`src/rtl/portb_arb_pkg.sv`:
```
// portb_arb_pkg: shared types and constants for the RAM port B arbiter.
// Optional build macro: PORTB_ARB_STATS_EN (per-requester ack counters).
package portb_arb_pkg;

  localparam int ADDR_W_DEF = 10;
  localparam int DATA_W_DEF = 16;
  localparam int OWNER_W    = 3;

  typedef enum logic [1:0] {
    IDLE   = 2'd0,
    ACCESS = 2'd1,
    RESP   = 2'd2
  } state_e;

endpackage

```
`src/rtl/portb_arbiter_if.sv`:
```
// portb_arbiter_if: requester-side and RAM-side signals of the arbiter.
// Optional build macro: PORTB_ARB_STATS_EN (counter ports live on the top).
interface portb_arbiter_if #(
  parameter int NUM_REQ = 2,
  parameter int ADDR_W  = portb_arb_pkg::ADDR_W_DEF,
  parameter int DATA_W  = portb_arb_pkg::DATA_W_DEF
) ();
  import portb_arb_pkg::*;

  logic [NUM_REQ-1:0]        req;
  logic [NUM_REQ-1:0]        we;
  logic [NUM_REQ*ADDR_W-1:0] addr;
  logic [NUM_REQ*DATA_W-1:0] wdata;
  logic [NUM_REQ-1:0]        ack;
  logic [DATA_W-1:0]         rdata;
  logic                      busy;
  logic [OWNER_W-1:0]        owner;
  logic                      ram_en_b;
  logic [ADDR_W-1:0]         ram_addr_b;
  logic [DATA_W-1:0]         ram_data_b;
  logic [DATA_W-1:0]         ram_out_b;

  modport master (
    output req, we, addr, wdata, ram_out_b,
    input  ack, rdata, busy, owner,
    input  ram_en_b, ram_addr_b, ram_data_b
  );

  modport slave (
    input  req, we, addr, wdata, ram_out_b,
    output ack, rdata, busy, owner,
    output ram_en_b, ram_addr_b, ram_data_b
  );

endinterface

```
`src/rtl/portb_arbiter_rr_pick.sv`:
```
// rr_pick: combinational round-robin picker, scans from last_grant+1.
// Optional build macro: PORTB_ARB_STATS_EN (not used here).
module rr_pick
  import portb_arb_pkg::*;
#(
  parameter int NUM_REQ = 2
) (
  input  logic [NUM_REQ-1:0] req,
  input  logic [OWNER_W-1:0] last_grant,
  output logic               grant_valid,
  output logic [OWNER_W-1:0] grant_idx
);

  // Walk offsets from farthest to nearest so the nearest hit wins.
  always_comb begin
    grant_valid = 1'b0;
    grant_idx   = '0;
    for (int k = NUM_REQ; k >= 1; k--) begin
      for (int i = 0; i < NUM_REQ; i++) begin
        if (req[i] && (i == (int'(last_grant) + k) % NUM_REQ)) begin
          grant_valid = 1'b1;
          grant_idx   = OWNER_W'(i);
        end
      end
    end
  end

endmodule

```
`src/rtl/portb_arbiter.sv`:
```
// portb_arbiter: round-robin sharing of dual-port RAM port B.
// Optional build macro: PORTB_ARB_STATS_EN adds stats_clr / grant_cnt.
module portb_arbiter
  import portb_arb_pkg::*;
#(
  parameter int NUM_REQ = 2,
  parameter int ADDR_W  = ADDR_W_DEF,
  parameter int DATA_W  = DATA_W_DEF
) (
  input logic            clk,
  input logic            reset,
  portb_arbiter_if.slave bus
`ifdef PORTB_ARB_STATS_EN
  ,
  input  logic                 stats_clr,
  output logic [NUM_REQ*16-1:0] grant_cnt
`endif
);

  state_e              state_q, state_d;
  logic [OWNER_W-1:0]  owner_q, last_q;
  logic [ADDR_W-1:0]   addr_q;
  logic [DATA_W-1:0]   data_q;
  logic [DATA_W-1:0]   rdata_q;
  logic [NUM_REQ-1:0]  ack_q, ack_d;
  logic                en_q, we_q;

  logic                gv;
  logic [OWNER_W-1:0]  gi;
  logic                sel_we;
  logic [ADDR_W-1:0]   sel_addr;
  logic [DATA_W-1:0]   sel_data;
  logic                load, finish, busy;

  rr_pick #(
    .NUM_REQ (NUM_REQ)
  ) u_pick (
    .req         (bus.req),
    .last_grant  (last_q),
    .grant_valid (gv),
    .grant_idx   (gi)
  );

  // Mux the winner's request fields.
  always_comb begin
    sel_we   = 1'b0;
    sel_addr = '0;
    sel_data = '0;
    for (int i = 0; i < NUM_REQ; i++) begin
      if (gi == OWNER_W'(i)) begin
        sel_we   = bus.we[i];
        sel_addr = bus.addr[i*ADDR_W +: ADDR_W];
        sel_data = bus.wdata[i*DATA_W +: DATA_W];
      end
    end
  end

  // State register.
  always_ff @(posedge clk) begin
    if (reset) state_q <= IDLE;
    else       state_q <= state_d;
  end

  // Next-state logic.
  always_comb begin
    state_d = state_q;
    unique case (state_q)
      IDLE:    state_d = gv ? ACCESS : IDLE;
      ACCESS:  state_d = RESP;
      RESP:    state_d = IDLE;
      default: state_d = IDLE;
    endcase
  end

  // FSM outputs: grant load, completion strobe, busy flag.
  always_comb begin
    load   = 1'b0;
    finish = 1'b0;
    busy   = 1'b0;
    unique case (state_q)
      IDLE:    load   = gv;
      ACCESS:  busy   = 1'b1;
      RESP: begin
        busy   = 1'b1;
        finish = 1'b1;
      end
      default: ;
    endcase
  end

  // One-hot ack for the current owner.
  always_comb begin
    ack_d = '0;
    for (int i = 0; i < NUM_REQ; i++) begin
      ack_d[i] = finish && (owner_q == OWNER_W'(i));
    end
  end

  // Grant capture, write strobe, read capture and ack pulse.
  always_ff @(posedge clk) begin
    if (reset) begin
      owner_q <= '0;
      last_q  <= OWNER_W'(NUM_REQ - 1);
      addr_q  <= '0;
      data_q  <= '0;
      rdata_q <= '0;
      ack_q   <= '0;
      en_q    <= 1'b0;
      we_q    <= 1'b0;
    end else begin
      ack_q <= ack_d;
      en_q  <= load && sel_we;
      if (load) begin
        owner_q <= gi;
        last_q  <= gi;
        addr_q  <= sel_addr;
        data_q  <= sel_data;
        we_q    <= sel_we;
      end
      if (finish && !we_q) begin
        rdata_q <= bus.ram_out_b;
      end
    end
  end

  // Reset on the ACCESS edge must not let the write reach the RAM.
  assign bus.ram_en_b   = en_q && !reset;
  assign bus.ram_addr_b = addr_q;
  assign bus.ram_data_b = data_q;
  assign bus.ack        = ack_q;
  assign bus.rdata      = rdata_q;
  assign bus.busy       = busy;
  assign bus.owner      = owner_q;

`ifdef PORTB_ARB_STATS_EN
  logic [15:0] cnt_q [NUM_REQ];
  logic [15:0] cnt_d [NUM_REQ];

  // Saturating per-requester ack counters; clear beats increment.
  always_comb begin
    for (int i = 0; i < NUM_REQ; i++) begin
      cnt_d[i] = cnt_q[i];
      if (stats_clr) begin
        cnt_d[i] = '0;
      end else if (ack_q[i] && cnt_q[i] != 16'hFFFF) begin
        cnt_d[i] = cnt_q[i] + 16'd1;
      end
    end
  end

  // Counter registers.
  always_ff @(posedge clk) begin
    if (reset) begin
      for (int i = 0; i < NUM_REQ; i++) cnt_q[i] <= '0;
    end else begin
      for (int i = 0; i < NUM_REQ; i++) cnt_q[i] <= cnt_d[i];
    end
  end

  // Flatten counters onto the output bus.
  always_comb begin
    grant_cnt = '0;
    for (int i = 0; i < NUM_REQ; i++) begin
      grant_cnt[i*16 +: 16] = cnt_q[i];
    end
  end
`endif

endmodule

```
`src/flat_wrapper.sv`:
```
// flat-port wrapper written by rule: the top's interface ports become plain ports
module portb_arbiter_flat import portb_arb_pkg::*;
#(
  parameter int NUM_REQ = 2,
  parameter int ADDR_W  = ADDR_W_DEF,
  parameter int DATA_W  = DATA_W_DEF
)
  (clk, reset, bus_req, bus_we, bus_addr, bus_wdata, bus_ram_out_b, bus_ack, bus_rdata, bus_busy, bus_owner, bus_ram_en_b, bus_ram_addr_b, bus_ram_data_b);
  portb_arbiter_if #(.NUM_REQ(NUM_REQ), .ADDR_W(ADDR_W), .DATA_W(DATA_W)) bus_i ();
  input logic clk;
  input logic reset;
  input wire logic [$bits(bus_i.req)-1:0] bus_req;
  input wire logic [$bits(bus_i.we)-1:0] bus_we;
  input wire logic [$bits(bus_i.addr)-1:0] bus_addr;
  input wire logic [$bits(bus_i.wdata)-1:0] bus_wdata;
  input wire logic [$bits(bus_i.ram_out_b)-1:0] bus_ram_out_b;
  output wire logic [$bits(bus_i.ack)-1:0] bus_ack;
  output wire logic [$bits(bus_i.rdata)-1:0] bus_rdata;
  output wire logic [$bits(bus_i.busy)-1:0] bus_busy;
  output wire logic [$bits(bus_i.owner)-1:0] bus_owner;
  output wire logic [$bits(bus_i.ram_en_b)-1:0] bus_ram_en_b;
  output wire logic [$bits(bus_i.ram_addr_b)-1:0] bus_ram_addr_b;
  output wire logic [$bits(bus_i.ram_data_b)-1:0] bus_ram_data_b;
  assign bus_i.req = bus_req;
  assign bus_i.we = bus_we;
  assign bus_i.addr = bus_addr;
  assign bus_i.wdata = bus_wdata;
  assign bus_i.ram_out_b = bus_ram_out_b;
  assign bus_ack = bus_i.ack;
  assign bus_rdata = bus_i.rdata;
  assign bus_busy = bus_i.busy;
  assign bus_owner = bus_i.owner;
  assign bus_ram_en_b = bus_i.ram_en_b;
  assign bus_ram_addr_b = bus_i.ram_addr_b;
  assign bus_ram_data_b = bus_i.ram_data_b;
  portb_arbiter #(.NUM_REQ(NUM_REQ), .ADDR_W(ADDR_W), .DATA_W(DATA_W)) u_core (.clk(clk), .reset(reset), .bus(bus_i));
endmodule
```
`config.mk`:
```
export PLATFORM = sky130hd
export DESIGN_NAME = portb_arbiter_flat
export DESIGN_NICKNAME = d
export VERILOG_FILES = /design/src/rtl/portb_arb_pkg.sv /design/src/rtl/portb_arbiter_if.sv /design/src/rtl/portb_arbiter_rr_pick.sv /design/src/rtl/portb_arbiter.sv /design/src/flat_wrapper.sv
export SDC_FILE = /design/constraint.sdc
export NUM_CORES = 1
export LEC_CHECK = 0
export ABC_AREA = 0
export BUFFER_PORTS_ARGS = -buffer_cell sky130_fd_sc_hd__clkbuf_2
export CAP_MARGIN = 20
export CELL_PAD_IN_SITES_DETAIL_PLACEMENT = 0
export CELL_PAD_IN_SITES_GLOBAL_PLACEMENT = 1
export CORE_MARGIN = 4
export CORE_UTILIZATION = 30
export DETAILED_ROUTE_END_ITERATION = 8
export PLACE_DENSITY_LB_ADDON = 0.3
export SYNTH_ARGS = -nofsm -noshare
export SYNTH_HDL_FRONTEND = slang
export SYNTH_SLANG_ARGS = --single-unit
```
`constraint.sdc`:
```
create_clock -name clk -period 1.5 [get_ports clk]
set_input_delay 0.3 -clock clk [delete_from_list [all_inputs] [get_ports clk]]
set_output_delay 0.3 -clock clk [all_outputs]
set_load 0.1 [all_outputs]
```
==> flow_summary.yaml <==
status:
  run_status: "complete, no violations"
synth:
  ys.warnings.count: 0
  synthTopCellsByArea: "dfxtp_1, nand2_1, a21oi_1"
  syn-cell-area_mm2: 0.002107
  ys_seq_area_frac: 0.4751
  synth.distinct_cells: 27
  ys_ff_latch: 50
  yosysTopAreaCellShare: 0.4751
  synthCells: 251
  avgSynthCellArea_um2: 8.395
  yosysTopAreaCell: "dfxtp_1"
sta:
  slew_headroom: 0.6301
  post-route-min-period_ps: 1437
  rsz0062_at_grt: "false"
  fmax_ghz: 0.6959
  finClkSkew_ps: 6.468
  finalSetupViolations: 0
  worstMarginPinSlew_ps: 557.2
  slew_viol_final: 0
  timing.final.crit_share: 0.9580
  setup_tns_ps: 0
  hold_viol: 0
power_and_ir_drop:
  powerDensity_mw_per_mm2: 1268
  ir_drop_v: 0.0006270
  seqPwrFrac: 0.393
  clkPwrFrac: 0.217
  total_power_mw: 3.816
  p_switching_mw: 1.630
  intPower_mw: 2.186
  switching_share: 0.4270
  comb_power_share: 0.390
  power.leakage_nw: 1.412
clocking:
  cts_sinks: 50
  cts_buffers: 5
  clockRootBuffer: "clkbuf_8"
  clk_latency_ps: 300
  cts-htree-levels: 2
  clockBufferDepth: 2
  cts_hold_buf: 0
  path_clk_slew_ps: 90
  cts_tree: "yes"
grt:
  grt_usage: 0.1439
  grt_overflow_total: 0
  grt_pass1_vias: 2097
  grt_pass1_wl_um: 9922
  grt_max_degree: 21
  grt_antenna_before_repair: 0
route:
  routed-via-count: 2129
  drt_iter0_drc: 65
  wl_per_cell_um: 13.29
  first_pass_iters: 4
  drc: 0
  detail-route-antenna-nets: 0
  vias_per_cell: 4.569
  drt-total-wl_um: 6193
final_layout:
  drive_gt1_frac: 0.4351
  antenna_cells: 0
  final_util: 0.4431
  syn_to_final_growth_pct: 42.87
  final_nets: 446
  num-fill-cells: 718
  fin_cells: 466
critical_path:
  critPathKind: "reg -> out"
  cp-start-kind: "flip-flop"
  cp.required_ps: 1200
  crit_fanout: 2
  critPathLaunch: "u_core.state_q[1]"
  r2r-start: "u_core.state_q[0]"
  end_kind: "output pin"
  crit_arrival_ps: 1140
floorplanning:
  die_h_um: 91.81
  core-area_mm2: 0.006794
  die_w_um: 91.81
  die-area_mm2: 0.008428
  initial_core_util: 0.3101
  row_count: 30
  pin_count: 123
hold_path:
  min_from: "bus_ram_out_b[8]"
  hold_path_class: "in -> reg"
placement:
  place_hpwl_um: 4613
  port_buffers: 120
  dp.cells: 458
  finalWeightedCongestion: 0.7067
flow_run:
  max-cap-violations: 0
## cell type report
type / count / area (µm²) / area share
Sequential cell: 50 / 1003 / 0.3333
Multi-Input combinational cell: 177 / 984.7 / 0.3271
Timing Repair Buffer: 133 / 803.3 / 0.2668
Tap cell: 96 / 120.1 / 0.03990
Clock buffer: 7 / 86.33 / 0.02868
Inverter: 2 / 7.507 / 0.002494
Clock inverter: 1 / 5.005 / 0.001663
## synthesized netlist by cell type, drive strengths merged
master and n:
o21ai 1, nor2 29, a31oi 1, and3b 1, nor3 1, nor2b 3
conb 1, a211oi 27, a21bo 1, nand2b 1, o21a 1, or2 1
nor3b 1, nand2 58, a22oi 1, clkbuf 9, dfxtp 50, a21oi 43
buf 14, a21boi 1, mux2i 1, ha 3, inv 2
## layer usage
metal	wire [µm]	vias to the layer above	global-route usage
met1	2751	993	0.1787
met2	3089	58	0.2471
met4	23	0	0.03342
met3	327	2	0.04020
met5	0	-	0
li1	-	1076	-
## worst max-delay path: stages, from the launching register on
cell,delay (ps)
dfxtp_2,350
inv_2,50
ha_4,270
buf_12,160
## cells in the final DEF, fill, tap and decap left out
cell type and n:
nand2_1 58, buf_4 19, clkbuf_8 6, a21oi_1 42, a21bo_2 1, a21oi_2 1
nor3_1 1, dfxtp_2 2, o21ai_2 1, and3b_1 1, or2_2 1, clkbuf_1 1
inv_2 2, o21a_1 1, a21boi_4 1, a211oi_2 10, nor2b_1 2, a31oi_1 1
nor2b_4 1, nor3b_1 1, clkinv_2 1, a22oi_1 1, nand2b_1 1, mux2i_1 1
ha_1 2, conb_1 2, nor2_1 29, dfxtp_1 48, ha_4 1, a211oi_1 17
buf_12 6, clkbuf_2 108
## power groups by stage
| stage | Combinational (mW) | Sequential, mW | Clock, mW |
|---|---|---|---|
| after floorplan | 0.432 | 2.23 | 0 |
| after global placement | 1.48 | 1.53 | 0 |
| after detailed placement | 1.49 | 1.53 | 0 |
| after CTS | 1.50 | 1.50 | 0.858 |
| after global routing | 1.57 | 1.51 | 0.906 |
| final | 1.49 | 1.50 | 0.829 |
## repair_timing
action                                  4_1_cts  5_1_grt
pin swaps                                     0        0
endpoints found under the setup margin        1        1
buffers inserted                              0        0
resized for setup                             2        3
## sequential cells by signal (all words and copies together), names as in the netlist
register and cells:
u_core.bus.ram_addr_b 10, u_core.bus.rdata 16, u_core.bus.ram_data_b 16, u_core.last_q 1, u_core.state_q 2, u_core.bus.owner 1
u_core.en_q 1, u_core.we_q 1, u_core.bus.ack 2
## kinds of logic after synthesis
kind of cell,share of synthesized area
simple gates,0.1799
compound gates,0.2500
flops,0.4751
buf+inv,0.07066
fa+ha+maj,0.01782
mux,0.004751
other cells,0.001780
## final timing paths
path / to / cells after the start / slack (ps)
worst max-delay path: bus_busy / 3 / 60
worst min-delay path: u_core.bus.rdata[8] / 3 / 210
worst max register to register: u_core.bus.ram_data_b[7] / 6 / 200
worst min register to register: u_core.bus.rdata[8] / 2 / 460
## per-stage QoR
step	hold WS [ps]	instance area [µm²]	worst slack, ps
after floorplan	436.0	2118	1.179
after global placement	440.7	2904	125.7
after detailed placement	447.8	2904	109.3
after CTS	201.8	3009	9.957
after global routing	198.3	3010	21.01
final	211.4	3010	63.07
(Power assumes the default switching activity.)
